`src/rtl/uart_loopback_scoreboard.sv`:
```
// uart_loopback_scoreboard
// In-order expected-data scoreboard for UART Tx->Rx loopback.
// Every byte the transmitter accepts is queued. Each received byte is compared
// against the oldest queued byte. The block keeps saturating match/error
// counters, captures the first mismatch, and raises sticky overflow,
// underflow and timeout flags.
// Optional macro SCB_ASSERT_EN compiles a concurrent-assertion checker
// alongside the datapath. The counters and flags behave the same without it.
// If a timeout coincides with a push, the flush discards that push as well.
// The timeout flag already reports the lost stream.

`ifdef SCB_ASSERT_EN
module uart_loopback_scoreboard_chk #(
  parameter int DATA_W = 8,
  parameter int CNT_W  = 16
) (
  input  logic              clk,
  input  logic              rst,
  input  logic              i_clear,
  input  logic              i_Tx_DV,
  input  logic              i_Rx_DV,
  input  logic [DATA_W-1:0] i_Rx_Byte,
  input  logic [DATA_W-1:0] head_byte,
  input  logic              empty,
  input  logic              full,
  input  logic [CNT_W-1:0]  err_cnt
);

  // A compare against a non-empty FIFO must not raise the error count.
  a_rx_match: assert property (@(posedge clk) disable iff (rst)
    (i_Rx_DV && !empty && !i_clear) |=> (err_cnt == $past(err_cnt)))
    else $error("FAIL | Expected=%0h | Got=%0h", $past(head_byte), $past(i_Rx_Byte));

  // The transmitter side should never push into a full FIFO.
  a_no_overflow: assert property (@(posedge clk) disable iff (rst)
    !(i_Tx_DV && full))
    else $error("push while expected FIFO full");

  // The receiver side should never deliver a byte with nothing expected.
  a_no_underflow: assert property (@(posedge clk) disable iff (rst)
    !(i_Rx_DV && empty))
    else $error("receive while expected FIFO empty");

  // Both strobes are single-cycle pulses.
  a_tx_pulse: assert property (@(posedge clk) disable iff (rst)
    i_Tx_DV |=> !i_Tx_DV)
    else $error("i_Tx_DV held longer than one cycle");

  a_rx_pulse: assert property (@(posedge clk) disable iff (rst)
    i_Rx_DV |=> !i_Rx_DV)
    else $error("i_Rx_DV held longer than one cycle");

endmodule
`endif

module uart_loopback_scoreboard #(
  parameter int DATA_W      = 8,
  parameter int DEPTH       = 16,
  parameter int CNT_W       = 16,
  parameter int TIMEOUT_CYC = 200000
) (
  input  logic                       clk,
  input  logic                       rst,
  input  logic                       i_Tx_DV,
  input  logic [DATA_W-1:0]          i_Tx_Byte,
  input  logic                       i_Rx_DV,
  input  logic [DATA_W-1:0]          i_Rx_Byte,
  input  logic                       i_clear,
  output logic [$clog2(DEPTH):0]     o_pending,
  output logic [CNT_W-1:0]           o_match_cnt,
  output logic [CNT_W-1:0]           o_err_cnt,
  output logic                       o_err,
  output logic [DATA_W-1:0]          o_first_exp,
  output logic [DATA_W-1:0]          o_first_got,
  output logic                       o_overflow,
  output logic                       o_underflow,
  output logic                       o_timeout,
  output logic                       o_busy
);

  localparam int PTR_W  = $clog2(DEPTH);
  localparam int PEND_W = PTR_W + 1;
  localparam int AGE_W  = (TIMEOUT_CYC > 1) ? $clog2(TIMEOUT_CYC) : 1;

  localparam logic [PEND_W-1:0] FULL_LVL = PEND_W'(DEPTH);
  localparam logic [AGE_W-1:0]  AGE_LAST = AGE_W'((TIMEOUT_CYC > 0) ? (TIMEOUT_CYC - 1) : 0);
  localparam logic              TOUT_EN  = (TIMEOUT_CYC > 0) ? 1'b1 : 1'b0;

  localparam logic [1:0] ST_IDLE = 2'd0;
  localparam logic [1:0] ST_WAIT = 2'd1;
  localparam logic [1:0] ST_TOUT = 2'd2;

  // Increment that holds at all-ones instead of wrapping.
  function automatic logic [CNT_W-1:0] sat_inc(input logic [CNT_W-1:0] v);
    if (&v) begin
      return v;
    end else begin
      return v + CNT_W'(1);
    end
  endfunction

  logic [DATA_W-1:0] mem_r [DEPTH];
  logic [PTR_W-1:0]  wr_ptr_r, rd_ptr_r;
  logic [PEND_W-1:0] pending_r;
  logic [1:0]        state_r;
  logic [AGE_W-1:0]  age_r;
  logic [CNT_W-1:0]  match_cnt_r, err_cnt_r;
  logic              err_r, overflow_r, underflow_r, timeout_r, busy_r;
  logic              first_seen_r;
  logic [DATA_W-1:0] first_exp_r, first_got_r;

  logic              empty_s, full_s;
  logic [DATA_W-1:0] head_s;
  logic              pop_s, push_s, match_s, mismatch_s;
  logic              underflow_ev_s, overflow_ev_s, timeout_ev_s;
  logic [PEND_W-1:0] pending_nx_s;
  logic [PTR_W-1:0]  wr_ptr_nx_s, rd_ptr_nx_s;
  logic [1:0]        state_nx_s;
  logic [AGE_W-1:0]  age_nx_s;

  // Decode this cycle's events from the strobes and the FIFO level.
  always_comb begin
    empty_s        = (pending_r == PEND_W'(0));
    full_s         = (pending_r == FULL_LVL);
    head_s         = mem_r[rd_ptr_r];
    pop_s          = i_Rx_DV && !empty_s;
    underflow_ev_s = i_Rx_DV && empty_s;
    match_s        = pop_s && (i_Rx_Byte == head_s);
    mismatch_s     = pop_s && (i_Rx_Byte != head_s);
    timeout_ev_s   = TOUT_EN && (state_r == ST_WAIT) && !pop_s && (age_r == AGE_LAST);
    // A pop in the same cycle frees a slot, so a push into a full FIFO is still taken.
    push_s         = i_Tx_DV && (!full_s || pop_s) && !timeout_ev_s;
    overflow_ev_s  = i_Tx_DV && full_s && !pop_s && !timeout_ev_s;
  end

  // Next FIFO level and pointers. A timeout flushes by snapping the read pointer to the write pointer.
  always_comb begin
    pending_nx_s = pending_r;
    rd_ptr_nx_s  = rd_ptr_r;
    wr_ptr_nx_s  = wr_ptr_r;
    if (timeout_ev_s) begin
      pending_nx_s = PEND_W'(0);
      rd_ptr_nx_s  = wr_ptr_r;
    end else begin
      case ({push_s, pop_s})
        2'b10:   pending_nx_s = pending_r + PEND_W'(1);
        2'b01:   pending_nx_s = pending_r - PEND_W'(1);
        default: pending_nx_s = pending_r;
      endcase
      if (pop_s) begin
        rd_ptr_nx_s = rd_ptr_r + PTR_W'(1);
      end else begin
        rd_ptr_nx_s = rd_ptr_r;
      end
    end
    if (push_s) begin
      wr_ptr_nx_s = wr_ptr_r + PTR_W'(1);
    end else begin
      wr_ptr_nx_s = wr_ptr_r;
    end
  end

  // Next FSM state and head-entry age.
  always_comb begin
    state_nx_s = ST_IDLE;
    case (state_r)
      ST_IDLE: begin
        if (push_s) begin
          state_nx_s = ST_WAIT;
        end else begin
          state_nx_s = ST_IDLE;
        end
      end
      ST_WAIT: begin
        if (timeout_ev_s) begin
          state_nx_s = ST_TOUT;
        end else if (pending_nx_s == PEND_W'(0)) begin
          state_nx_s = ST_IDLE;
        end else begin
          state_nx_s = ST_WAIT;
        end
      end
      ST_TOUT: begin
        if (push_s) begin
          state_nx_s = ST_WAIT;
        end else begin
          state_nx_s = ST_IDLE;
        end
      end
      default: state_nx_s = ST_IDLE;
    endcase
    // The age restarts whenever a new entry becomes the head, so it measures the current head's wait.
    if (TOUT_EN && (state_r == ST_WAIT) && (state_nx_s == ST_WAIT) && !pop_s) begin
      age_nx_s = age_r + AGE_W'(1);
    end else begin
      age_nx_s = AGE_W'(0);
    end
  end

  // Expected-byte storage. The data needs no reset because occupancy is tracked by the pointers.
  always_ff @(posedge clk) begin
    if (push_s && !i_clear) begin
      mem_r[wr_ptr_r] <= i_Tx_Byte;
    end
  end

  // Control, counters and sticky flags. A clear outranks everything else in the same cycle.
  always_ff @(posedge clk or posedge rst) begin
    if (rst) begin
      wr_ptr_r     <= PTR_W'(0);
      rd_ptr_r     <= PTR_W'(0);
      pending_r    <= PEND_W'(0);
      state_r      <= ST_IDLE;
      age_r        <= AGE_W'(0);
      match_cnt_r  <= CNT_W'(0);
      err_cnt_r    <= CNT_W'(0);
      err_r        <= 1'b0;
      overflow_r   <= 1'b0;
      underflow_r  <= 1'b0;
      timeout_r    <= 1'b0;
      busy_r       <= 1'b0;
      first_seen_r <= 1'b0;
      first_exp_r  <= DATA_W'(0);
      first_got_r  <= DATA_W'(0);
    end else if (i_clear) begin
      wr_ptr_r     <= PTR_W'(0);
      rd_ptr_r     <= PTR_W'(0);
      pending_r    <= PEND_W'(0);
      state_r      <= ST_IDLE;
      age_r        <= AGE_W'(0);
      match_cnt_r  <= CNT_W'(0);
      err_cnt_r    <= CNT_W'(0);
      err_r        <= 1'b0;
      overflow_r   <= 1'b0;
      underflow_r  <= 1'b0;
      timeout_r    <= 1'b0;
      busy_r       <= 1'b0;
      first_seen_r <= 1'b0;
      first_exp_r  <= DATA_W'(0);
      first_got_r  <= DATA_W'(0);
    end else begin
      wr_ptr_r    <= wr_ptr_nx_s;
      rd_ptr_r    <= rd_ptr_nx_s;
      pending_r   <= pending_nx_s;
      state_r     <= state_nx_s;
      age_r       <= age_nx_s;
      busy_r      <= (state_nx_s != ST_IDLE);
      err_r       <= err_r | mismatch_s | underflow_ev_s | overflow_ev_s | timeout_ev_s;
      overflow_r  <= overflow_r | overflow_ev_s;
      underflow_r <= underflow_r | underflow_ev_s;
      timeout_r   <= timeout_r | timeout_ev_s;
      if (match_s) begin
        match_cnt_r <= sat_inc(match_cnt_r);
      end
      if (mismatch_s) begin
        err_cnt_r <= sat_inc(err_cnt_r);
      end
      // Only the first mismatch is kept, which is the one that explains a failing run.
      if (mismatch_s && !first_seen_r) begin
        first_seen_r <= 1'b1;
        first_exp_r  <= head_s;
        first_got_r  <= i_Rx_Byte;
      end
    end
  end

  assign o_pending   = pending_r;
  assign o_match_cnt = match_cnt_r;
  assign o_err_cnt   = err_cnt_r;
  assign o_err       = err_r;
  assign o_first_exp = first_exp_r;
  assign o_first_got = first_got_r;
  assign o_overflow  = overflow_r;
  assign o_underflow = underflow_r;
  assign o_timeout   = timeout_r;
  assign o_busy      = busy_r;

`ifdef SCB_ASSERT_EN
  uart_loopback_scoreboard_chk #(
    .DATA_W (DATA_W),
    .CNT_W  (CNT_W)
  ) u_chk (
    .clk       (clk),
    .rst       (rst),
    .i_clear   (i_clear),
    .i_Tx_DV   (i_Tx_DV),
    .i_Rx_DV   (i_Rx_DV),
    .i_Rx_Byte (i_Rx_Byte),
    .head_byte (head_s),
    .empty     (empty_s),
    .full      (full_s),
    .err_cnt   (err_cnt_r)
  );
`else
  // The checker is not built. The datapath above is unchanged.
`endif

endmodule

```
`config.mk`:
```
export PLATFORM = sky130hd
export DESIGN_NAME = uart_loopback_scoreboard
export DESIGN_NICKNAME = d
export VERILOG_FILES = /design/src/rtl/uart_loopback_scoreboard.sv
export SDC_FILE = /design/constraint.sdc
export NUM_CORES = 1
export LEC_CHECK = 0
export ABC_AREA = 0
export CAP_MARGIN = 25
export CORE_ASPECT_RATIO = 1.1
export CORE_UTILIZATION = 34
export DETAILED_ROUTE_END_ITERATION = 7
export SLEW_MARGIN = 20
export SYNTH_ARGS = -nofsm -noshare
export SYNTH_HDL_FRONTEND = slang
export SYNTH_SLANG_ARGS = --single-unit
```
`constraint.sdc`:
```
create_clock -name clk -period 7.5 [get_ports clk]
set_clock_uncertainty 0.15 [all_clocks]
set_input_delay 1.5 -clock clk [delete_from_list [all_inputs] [get_ports clk]]
set_output_delay 1.5 -clock clk [all_outputs]
set_load 0.1 [all_outputs]
```
# [After elaboration in Yosys (flattened, before gate mapping)]
# Memory sizes are Yosys's and may differ from the RTL's.
# Index checks and enable logic that the tools add are counted.
[totals] ff_bits=87 ramBits=128 input_bits=21 out_inout_bits=58 elab_cells=111 n_memories=1
[memory_table] memory="mem_r" words=16 width=8 rd=1 rd_ports_with_merged_regs=0 wr=1 line="102" text="logic [DATA_W-1:0] mem_r [DEPTH];"
[op_classes] add_sub_neg=7 n_eq_ne=11 muxes=34 bitwise_logic=7 n_reduce_logical=36
[op_table] cell="$mux W16" n=6
[op_table] cell="$mux W18" n=2
[op_table] cell="$add A16 B1 Y16 const B" n=2
[op_table] cell="$mux W8" n=4
[op_table] cell="$reduce_and A16 Y1" n=2
[op_table] cell="$mux W4" n=5
[op_table] cell="$add A18 B1 Y18 const B" n=1
[op_table] cell="$eq A18 B18 Y1 const B" n=1
[op_table] cell="$logic_and A1 B1 Y1" n=15
[op_table] cell="$mux W1" n=11
[op_table] cell="$logic_not A5 Y1" n=2
[op_table] cell="$mux W5" n=2
[op_table] cell="$pmux W5 S2" n=1
[op_table] cell="$reduce_bool A2 Y1" n=5
[op_table] cell="$add A4 B1 Y4 const B" n=2
[op_table] cell="$eq A8 B8 Y1" n=1
[op_table] cell="$ne A8 B8 Y1" n=1
[op_table] cell="$or A1 B1 Y1" n=7
[op_table] cell="$eq A2 B1 Y1 const B" n=3
[op_table] cell="$logic_not A1 Y1" n=6
[op_table] cell="$add A5 B1 Y5 const B" n=1
[op_table] cell="$eq A5 B5 Y1 const B" n=1
[op_table] cell="$sub A5 B1 Y5 const B" n=1
[op_table] cell="$eq A2 B2 Y1 const B" n=2
[op_table] cell="8 further kinds" n=11

# [Longest topological paths before layout]
# Gate-level depths: netlist (run 1).
[logic_depth] ltp_word=20 ltp_mapped=16 ltp_nobuf=13

# [Least setup slack after synthesis (run 1)]
# OpenSTA, ideal clock, no wires.
[synth_path] kind="in2reg" start="input port i_Rx_DV" end="register age_r[12]" setup_ns=0.119 t_arrival_ns=4.341 required_time_ns=7.231 slack_ns=2.891 stages=15 path_buffers=3 path_cell_list="clkbuf_1 > o21ai_2 > nor2_1 > inv_1 > fa_1 > xor2_1 > a21oi_1 > o2bb2ai_1 > a21oi_1 > or3_1 > o31ai_1 > or3_1 > buf_2 > buf_4 > nor2_1"
[synth_between] elab_chain_cells=18 elab_cells_between_ends=22 classes_between="eq/ne (3); mux (8); reduce/logical (11)"
[synth_lines] element="start: declaration" line="66" text="input logic i_Rx_DV,"
[synth_lines] element="$logic_and A1 B1 Y1 *" line="126" text="pop_s = i_Rx_DV && !empty_s;"
[synth_lines] element="$logic_not A1 Y1" line="130, 193"
[synth_lines] element="$logic_and A1 B1 Y1 (2 in series)" line="130" text="timeout_ev_s = TOUT_EN && (state_r == ST_WAIT) && !pop_s && (age_r == AGE_LAST);"
[synth_lines] element="$logic_not A1 Y1" line="132" text="push_s = i_Tx_DV && (!full_s || pop_s) && !timeout_ev_s;"
[synth_lines] element="$logic_and A1 B1 Y1" line="132"
[synth_lines] element="$eq A2 B1 Y1 / $eq A2 B2 Y1 (equally long branches)" line="145" text="case ({push_s, pop_s})"
[synth_lines] element="$pmux W5 S2" line="145"
[synth_lines] element="$mux W5" line="141" text="if (timeout_ev_s) begin"
[synth_lines] element="$logic_not A5 Y1" line="177" text="end else if (pending_nx_s == PEND_W'(0)) begin"
[synth_lines] element="$mux W1" line="177"
[synth_lines] element="$mux W2" line="175" text="if (timeout_ev_s) begin"
[synth_lines] element="$pmux W2 S2" line="166" text="case (state_r)"
[synth_lines] element="$eq A2 B1 Y1" line="193" text="if (TOUT_EN && (state_r == ST_WAIT) && (state_nx_s == ST_WAIT) && !pop_s) begin"
[synth_lines] element="$logic_and A1 B1 Y1" line="193"
[synth_lines] element="$logic_and A1 B1 Y1 *" line="193"
[synth_lines] element="$mux W18 *" line="193"
[synth_lines] element="$mux W18 *" line="225" text="end else if (i_clear) begin"
[synth_lines] element="end signal: assignment" line="246" text="age_r <= age_nx_s;"
[synth_lines] element="end: declaration" line="106" text="logic [AGE_W-1:0] age_r;"
# Every way passes the cells marked *; elsewhere a longest branch is shown, timed or not.
# A chain may end at the register's enable or synchronous reset.

# [Worst setup path in the final report (run 1)]
[layout_path] start="input port i_Rx_DV" end="register age_r[2]"
# Same word-level chain as after synthesis.

==> summary.md, run 1 <==
| Metric | Value |
|---|---|
| Layout cells sized above 1 | 11.3% |
| Total negative slack | 0 ns |
| Hold depth | 1 |
| Ys Warns | 0 |
| Htree depth | 1 |
| VDD IR max | 0.152 mV |
| Pwr/cell area | around 300 nW/um^2 |
| CTS Root Cell | clkbuf_16 |
| Final Setup Violations | 0 |
| Commonest non-fill, non-tap cell in the layout | edfxtp_1 |
| Lkg Pwr | 4.38 nW |
| Initial core utilization | 34.8% |
| Clk buf depth | 3 |
| Core ar. | 29,700 um^2 |
| Post_cts resized | 0 |
| Post-route non-filler standard cell count | 1,296 |
| Slew headroom | 32.3% |
| CTS buffer count | 23 |
| Yosys top cell by area | edfxtp_1 |
| Clk pin slew, worst setup/hold paths | 0.06 ns |
| Clock latency on the worst-skew pair | around 0.53 ns |
| Reg-to-Reg End | age_r[2]$_DFF_PP0_ |
| DRT antenna net count | 0 |
| R2r setup slk | 2.73 ns |
| Syn Inst Count | between 800 and 900 |
| Die width | about 170 um |
| Hold EP | age_r[0]$_DFF_PP0_ |
| Worst EP arrival | 5.54 ns |
| Crit Path Max Fanout | 18 |
| Drt pass-1 iters | 4 |
| Post-Syn Area | 10,300 um^2 |
| Buffers on Ports | 78 |
| Syn-to-layout area delta | 17.5% |
| Placer Congestion | 0.787 |
| FF-to-FF Start | o_pending[1]$_DFF_PP0_ |
| Max stage delay on crit path | between 0.7 and 0.8 ns |
| Post-synth EDFFs | 128 |
| Most frequent cells in the layout | 128 x edfxtp_1, 92 x nor2_1, 86 x dfrtp_1 |
| Synth Register Bits | 215 |
| Post-CTS Hold Fix Bufs | 0 |
| Final Hold Violating Endpoints | 0 |
| Peak Freq | 0.188 GHz |
| Sequential fraction of the synthesis area | 58.2% |
| Tcrit/Tclk final | 70.9% |
| Worst r2r path cells | 12 |
| Synth top area cells | edfxtp_1 37%, dfrtp_1 21%, mux2i_1 3.6%, nor2_1 3.3%, mux4_2 3.0% |
| Internal power | around 0.0023 W |
| CTS tree | done |
| Iter 0 DRT Violations | 514 |
| Setup bufs post-CTS | 0 |
| Dpl cells | 1,255 |
| HP Class | reg2reg |
| Sw Ratio | between 30% and 40% |
| Initial antenna violation count | 0 |
| MaxCap Viol Count | 0 |
| Crit-path cells | clkdlybuf4s50_1 > o21ai_2 > nor2_1 > inv_1 > fa_1 > xor2_1 > o21ai_0 > o22ai_1 > a21oi_1 > or3_1 > o31ai_1 > or3_1 > nor2_1 |
| FFs w/ async S/R, synth | 40.5% |
| NumNets Final | 940 |
| Status | complete, no violations |
| Post-DR wirelength/cell | around 18 um |
| Congestion Overflow GR | 0 |
| Ports | 79 |
| # rows | 66 |
| Post-DP HPWL | 15.7 mm |
| Max-slew violation total from the final report | 0 |
| Worst path required time | between 7 and 8 ns |
| Hold Startpoint | age_r[0]$_DFF_PP0_ |
| Setup CP Type | in2reg |
| Flop pwr share | between 30% and 40% |
| Avg Cell Area, Syn | 12.3 um^2 |
| Overall fraction of global-route tracks in use | 15.2% |
| Top_reg_cell synth | edfxtp_1 |
| Critical path launch point type | input port |
| P_sw | 0.00130 W |
| Vias per Instance | 5.21 |
| CP endpoint kind | flip-flop |
| Gate power share | 30.7% |
| Die area | 31,100 um^2 |
| Largest net degree at the start of global routing | a little under 90 |
| Post-synth top area share | around 37% |
| Clock sink total | between 200 and 250 |
| Critical-path cell with the highest stage delay | clkdlybuf4s50_1 |
| Final Routed Wirelength | 23.3 mm |
| First-pass GRT wire length | 37.6 mm |
| Die Ht | 185 um |
| RSZ-0062 raised after global routing | no |
| Vias in the first global route | 6,730 |
| Netlist cell types | 75 |
| Syn_nets | 871 |
| Clock share of power | a little under a third |
| DRC Markers | 0 |
| Min Tclk post-route | between 5 and 6 ns |
| Least-Margin Pin Slew | 1.01 ns |
| Antenna Cells | 0 |
| Total number of vias | around 6,800 |
stage by stage:
| step | util (%) | power, W | setup slack [ns] | hold slack, ns | instance area (um^2) |
|---|---|---|---|---|---|
| finish | 40.9 | 0.00361 | 2.18 | 0.337 | 12100 |
| detailed placement | 38.4 | 0.00253 | 1.69 | 0.336 | 11400 |
| global route | 40.9 | 0.00378 | 1.81 | 0.380 | 12100 |
| global placement | 38.4 | 0.00252 | 1.76 | 0.323 | 11400 |
| floorplan | - | 0.00226 | 2.89 | 0.301 | 10300 |
| CTS | 40.8 | 0.00364 | 2.23 | 0.348 | 12100 |
cells by family after synthesis:
| group | Yosys count | synth area share, % |
|---|---|---|
| AOI/OAI and AO/OA | 105 | 7.18 |
| xor gates and xnor gates | 28 | 2.44 |
| adders and majority gates | 12 | 1.52 |
| buffers and inverters | 70 | 3.45 |
| DFF | 215 | 58.2 |
| muxes | 84 | 10.5 |
| and+or+nand+nor | 324 | 16.7 |
cells in the mapped netlist (7+ instances only):
master	number
xnor2_1	15
clkbuf_1	22
or4_1	7
nand2b_1	15
and3_1	18
inv_1	27
or3_1	8
and2_1	8
o21ai_0	9
mux2_2	20
buf_2	8
nor2b_1	28
nor2_1	92
mux2i_1	37
nand2_1	35
edfxtp_1	128
ha_1	11
nand3_1	30
mux4_2	14
xor2_1	12
dfrtp_1	87
a21oi_1	27
nor4_1	9
nor3_1	27
mux2_1	11
nand4_1	16
per-layer routing:
metal,part of all wire (%),up-vias,routed length [um],global-route usage [%]
met1,47,3365,10800,20.6
met3,3.9,30,912,2.31
met2,48,115,11100,25.7
met4,1.6,0,364,3.85
li1,-,3246,-,-
met5,0,-,0,0
power groups by stage:
stage	logic, W	clock network [W]	registers, W
after floorplan	0.000534	0	0.00173
final	0.00111	0.00111	0.00140
after detailed placement	0.00109	0	0.00144
after CTS	0.00109	0.00113	0.00141
after global routing	0.00119	0.00118	0.00141
after global placement	0.00108	0	0.00144
worst max path at each step:
stage	end	start	slack [ns]
after floorplan	age_r[12]$_DFF_PP0_	i_Rx_DV	2.89
after global placement	age_r[5]$_DFF_PP0_	i_Rx_DV	1.76
after detailed placement	age_r[2]$_DFF_PP0_	i_Rx_DV	1.69
after CTS	age_r[9]$_DFF_PP0_	i_Rx_DV	2.23
after global routing	age_r[12]$_DFF_PP0_	i_Rx_DV	1.81
final	age_r[2]$_DFF_PP0_	i_Rx_DV	2.18
sequential cells by signal, indices dropped and copies added, names as in the netlist:
name          count
mem_r           128
age_r            18
o_err_cnt        16
o_match_cnt      16
o_first_exp       8
o_first_got       8
o_pending         5
rd_ptr_r          4
wr_ptr_r          4
state_r           2
first_seen_r      1
o_busy            1
o_err             1
o_overflow        1
o_timeout         1
o_underflow       1
area by class of cell:
cell class                 count  area (um^2)
clock buffer                  30          612
multi-input combinational    553         3980
fill                        2764        17600
timing repair buffer          87          853
inverter                      27          104
tap                          374          468
clock inverter                10          115
sequential                   215         6020
critical path, delay by kind of cell:
kind | cells | cell delay, ns
compound gates | 5 | 1.09
simple gates | 4 | 1.44
fa+ha+maj | 1 | 0.40
xor+xnor | 1 | 0.24
buf+inv | 2 | 0.86
No activity file was read; power rests on OpenSTA's default activity.
==> run 2, diff against run 1 <==
==> constraint.sdc (replaced) <==
create_clock -name clk -period 5.2 [get_ports clk]
set_clock_uncertainty 0.15 [all_clocks]
set_input_delay 1.04 -clock clk [delete_from_list [all_inputs] [get_ports clk]]
set_output_delay 1.04 -clock clk [all_outputs]
set_load 0.1 [all_outputs]
==> run 2 against run 1 <==
Against the previous run:
- wire length decreased by 2.5%
- cell count increased by 0.62%
- power increased by 45%
==> summary.md, run 2 (same netlist as run 1, synthesis figures left out) <==
| Metric | Value |
|---|---|
| Status | complete, no violations |
| Crit Path Max Fanout | 18 (unchanged) |
| # rows | 66 (unchanged) |
| Setup bufs post-CTS | 0 (unchanged) |
| Die width | 168 um (unchanged) |
| Initial antenna violation count | 0 (unchanged) |
| Pwr/cell area | 428 nW/um^2 (+44%) |
| Critical path launch point type | input port |
| Max stage delay on crit path | 0.49 ns (-0.27 ns) |
| Iter 0 DRT Violations | 620 (+21%) |
| CP startpoint | i_Rx_DV |
| Final Setup Violations | 0 (unchanged) |
| CP endpoint kind | flip-flop |
| Met1 usage | 20.2% (-0.38 points) |
| CTS Root Cell | clkbuf_16 |
| Critical-path cell with the highest stage delay | clkdlybuf4s50_1 |
| Buf+Inv Stages, Crit Path | 3 (+1) |
| Buffers on Ports | 78 (unchanged) |
| Dpl cells | 1,266 (+0.88%) |
| Top Usage Layer GRT | met2 |
| Max-slew violation total from the final report | 0 (unchanged) |
| Post_cts resized | 0 (unchanged) |
| Post-route non-filler standard cell count | 1,304 (+0.62%) |
| VDD IR max | 0.258 mV (+70%) |
| Delay-heaviest family, CP | simple AND/OR/NAND/NOR gates |
| Worst EP arrival | 4.23 ns (-1.31 ns) |
| Top flop regs | mem_r x128, age_r x18 |
| Antenna Cells | 0 (unchanged) |
| Ports | 79 (unchanged) |
| Final Hold Violating Endpoints | 0 (unchanged) |
| Worst path required time | 5.44 ns (-2.29 ns) |
| Largest reg by FF count | mem_r |
| CTS tree | done |
| Lkg Pwr | 4.43 nW (+1.3%) |
| Syn-to-layout area delta | 18.3% |
| Clk buf depth | 3 (unchanged) |
| Vias per Instance | 5.18 (-0.70%) |
| Met2 usage | 25.0% (-0.63 points) |
| Placer Congestion | 0.818 (+3.8%) |
| Reg-to-Reg End | o_err_cnt[6]$_DFFE_PP0P_ |
| Post-CTS Hold Fix Bufs | 0 (unchanged) |
| Least-Margin Pin Slew | 1.01 ns (-0.00234 ns) |
| Worst r2r path cells | 9 (-3) |
| Tcrit/Tclk final | 76.8% |
| Min Tclk post-route | 3.99 ns |
| Total negative slack | 0 ns (unchanged) |
| Die area | 31,100 um^2 (unchanged) |
| Most frequent cells in the layout | 128 x edfxtp_1, 92 x nor2_1, 86 x dfrtp_1 |
| First-pass GRT wire length | 36.7 mm (-2.2%) |
| Drt pass-1 iters | 5 (+1) |
| Initial core utilization | 34.8% (unchanged) |
| Slew headroom | 32.4% (+0.16 points) |
| CTS buffer count | 22 (-4.3%) |
| Core ar. | 29,700 um^2 (unchanged) |
| Largest net degree at the start of global routing | 78 (-11%) |
| Clock sink total | 215 (unchanged) |
| FF-to-FF Start | rd_ptr_r[1]$_DFFE_PP0P_ |
| RSZ-0062 raised after global routing | no |
| Vias in the first global route | 6,704 (-0.39%) |
| Congestion Overflow GR | 0 (unchanged) |
| DRT antenna net count | 0 (unchanged) |
| Peak Freq | around 0.25 GHz |
| Setup crit end | age_r[12]$_DFF_PP0_ |
| NumNets Final | 949 (+0.96%) |
| Post-DR wirelength/cell | 17.4 um (-3.1%) |
| Crit-path cells | clkdlybuf4s50_1 > o21ai_2 > nor2_1 > inv_1 > fa_1 > xor2_1 > a21oi_1 > o2bb2ai_1 > a21oi_1 > or3_1 > o31ai_1 > or3_1 > buf_4 > nor2_1 |
| Die Ht | 185 um (unchanged) |
| Layout cells sized above 1 | 12.6% (+1.3 points) |
| Stages on worst setup path | 14 (+1) |
| Htree depth | 1 (unchanged) |
| Final Routed Wirelength | 22.7 mm (-2.5%) |
| Max FFs per register | 128 (unchanged) |
| Met3 Use GR | 2.12% (-0.19 points) |
| Commonest non-fill, non-tap cell in the layout | edfxtp_1 |
| Clock latency on the worst-skew pair | 0.51 ns (-0.02 ns) |
| Total number of vias | 6,750 (-0.089%) |
| Post-DP HPWL | 15.5 mm (-1.5%) |
| Clk pin slew, worst setup/hold paths | 0.06 ns (about the same) |
| R2r setup slk | 1.27 ns (-1.46 ns) |
| Overall fraction of global-route tracks in use | 14.9% (-0.32 points) |
| MaxCap Viol Count | 0 (unchanged) |
| DRC Markers | 0 (unchanged) |
| HP Class | reg2reg |
| Setup CP Type | in2reg |
## run 2: cell count changes in the layout (fill, tap and decap cells not counted), sizes merged
cell and delta:
bufinv +1, clkbuf -4, buf +10, clkinv +2
inv -1
## run 2: worst min path at each step
stage,startpoint,to,slack [ns],cells after the start
finish,age_r[0]$_DFF_PP0_,age_r[0]$_DFF_PP0_,0.35,1
global route,age_r[0]$_DFF_PP0_,age_r[0]$_DFF_PP0_,0.36,1
CTS,age_r[0]$_DFF_PP0_,age_r[0]$_DFF_PP0_,0.35,1
detailed placement,age_r[0]$_DFF_PP0_,age_r[0]$_DFF_PP0_,0.34,1
global placement,first_seen_r$_DFFE_PP0P_,first_seen_r$_DFFE_PP0P_,0.33,2
floorplan,age_r[0]$_DFF_PP0_,age_r[0]$_DFF_PP0_,0.30,1
## run 2: cell type report
| cell class | instances | area, um^2 |
|---|---|---|
| fill | 2783 | 17500 |
| sequential | 215 | 6020 |
| multi-input combinational | 553 | 3980 |
| timing repair buffer | 97 | 933 |
| clock buffer | 26 | 586 |
| tap | 374 | 468 |
| clock inverter | 12 | 148 |
| inverter | 27 | 104 |
## run 2: power breakdown
part	total [W]	switching (W)	internal (W)
Clock	0.00160	0.000645	0.000954
Sequential	0.00203	0.000124	0.00191
Combinational	0.00161	0.00110	0.000510
## run 2: per-stage QoR
stage	setup slack (ns)	util, %	power [W]	hold slack [ns]	cell area (um^2)
2_1_floorplan	0.959	-	0.00326	0.301	10300
3_3_place_gp	0.746	38.7	0.00367	0.334	11500
3_5_place_dp	0.725	38.7	0.00368	0.342	11500
4_1_cts	1.21	41.2	0.00529	0.350	12200
5_1_grt	0.931	41.2	0.00547	0.360	12200
6_report	1.21	41.2	0.00523	0.348	12200
## run 2: layer usage
layer | vias up | wire, um
met1 | 3335 | 10600
met2 | 136 | 10900
met3 | 28 | 853
li1 | 3251 | -
met4 | 0 | 353
met5 | - | 0
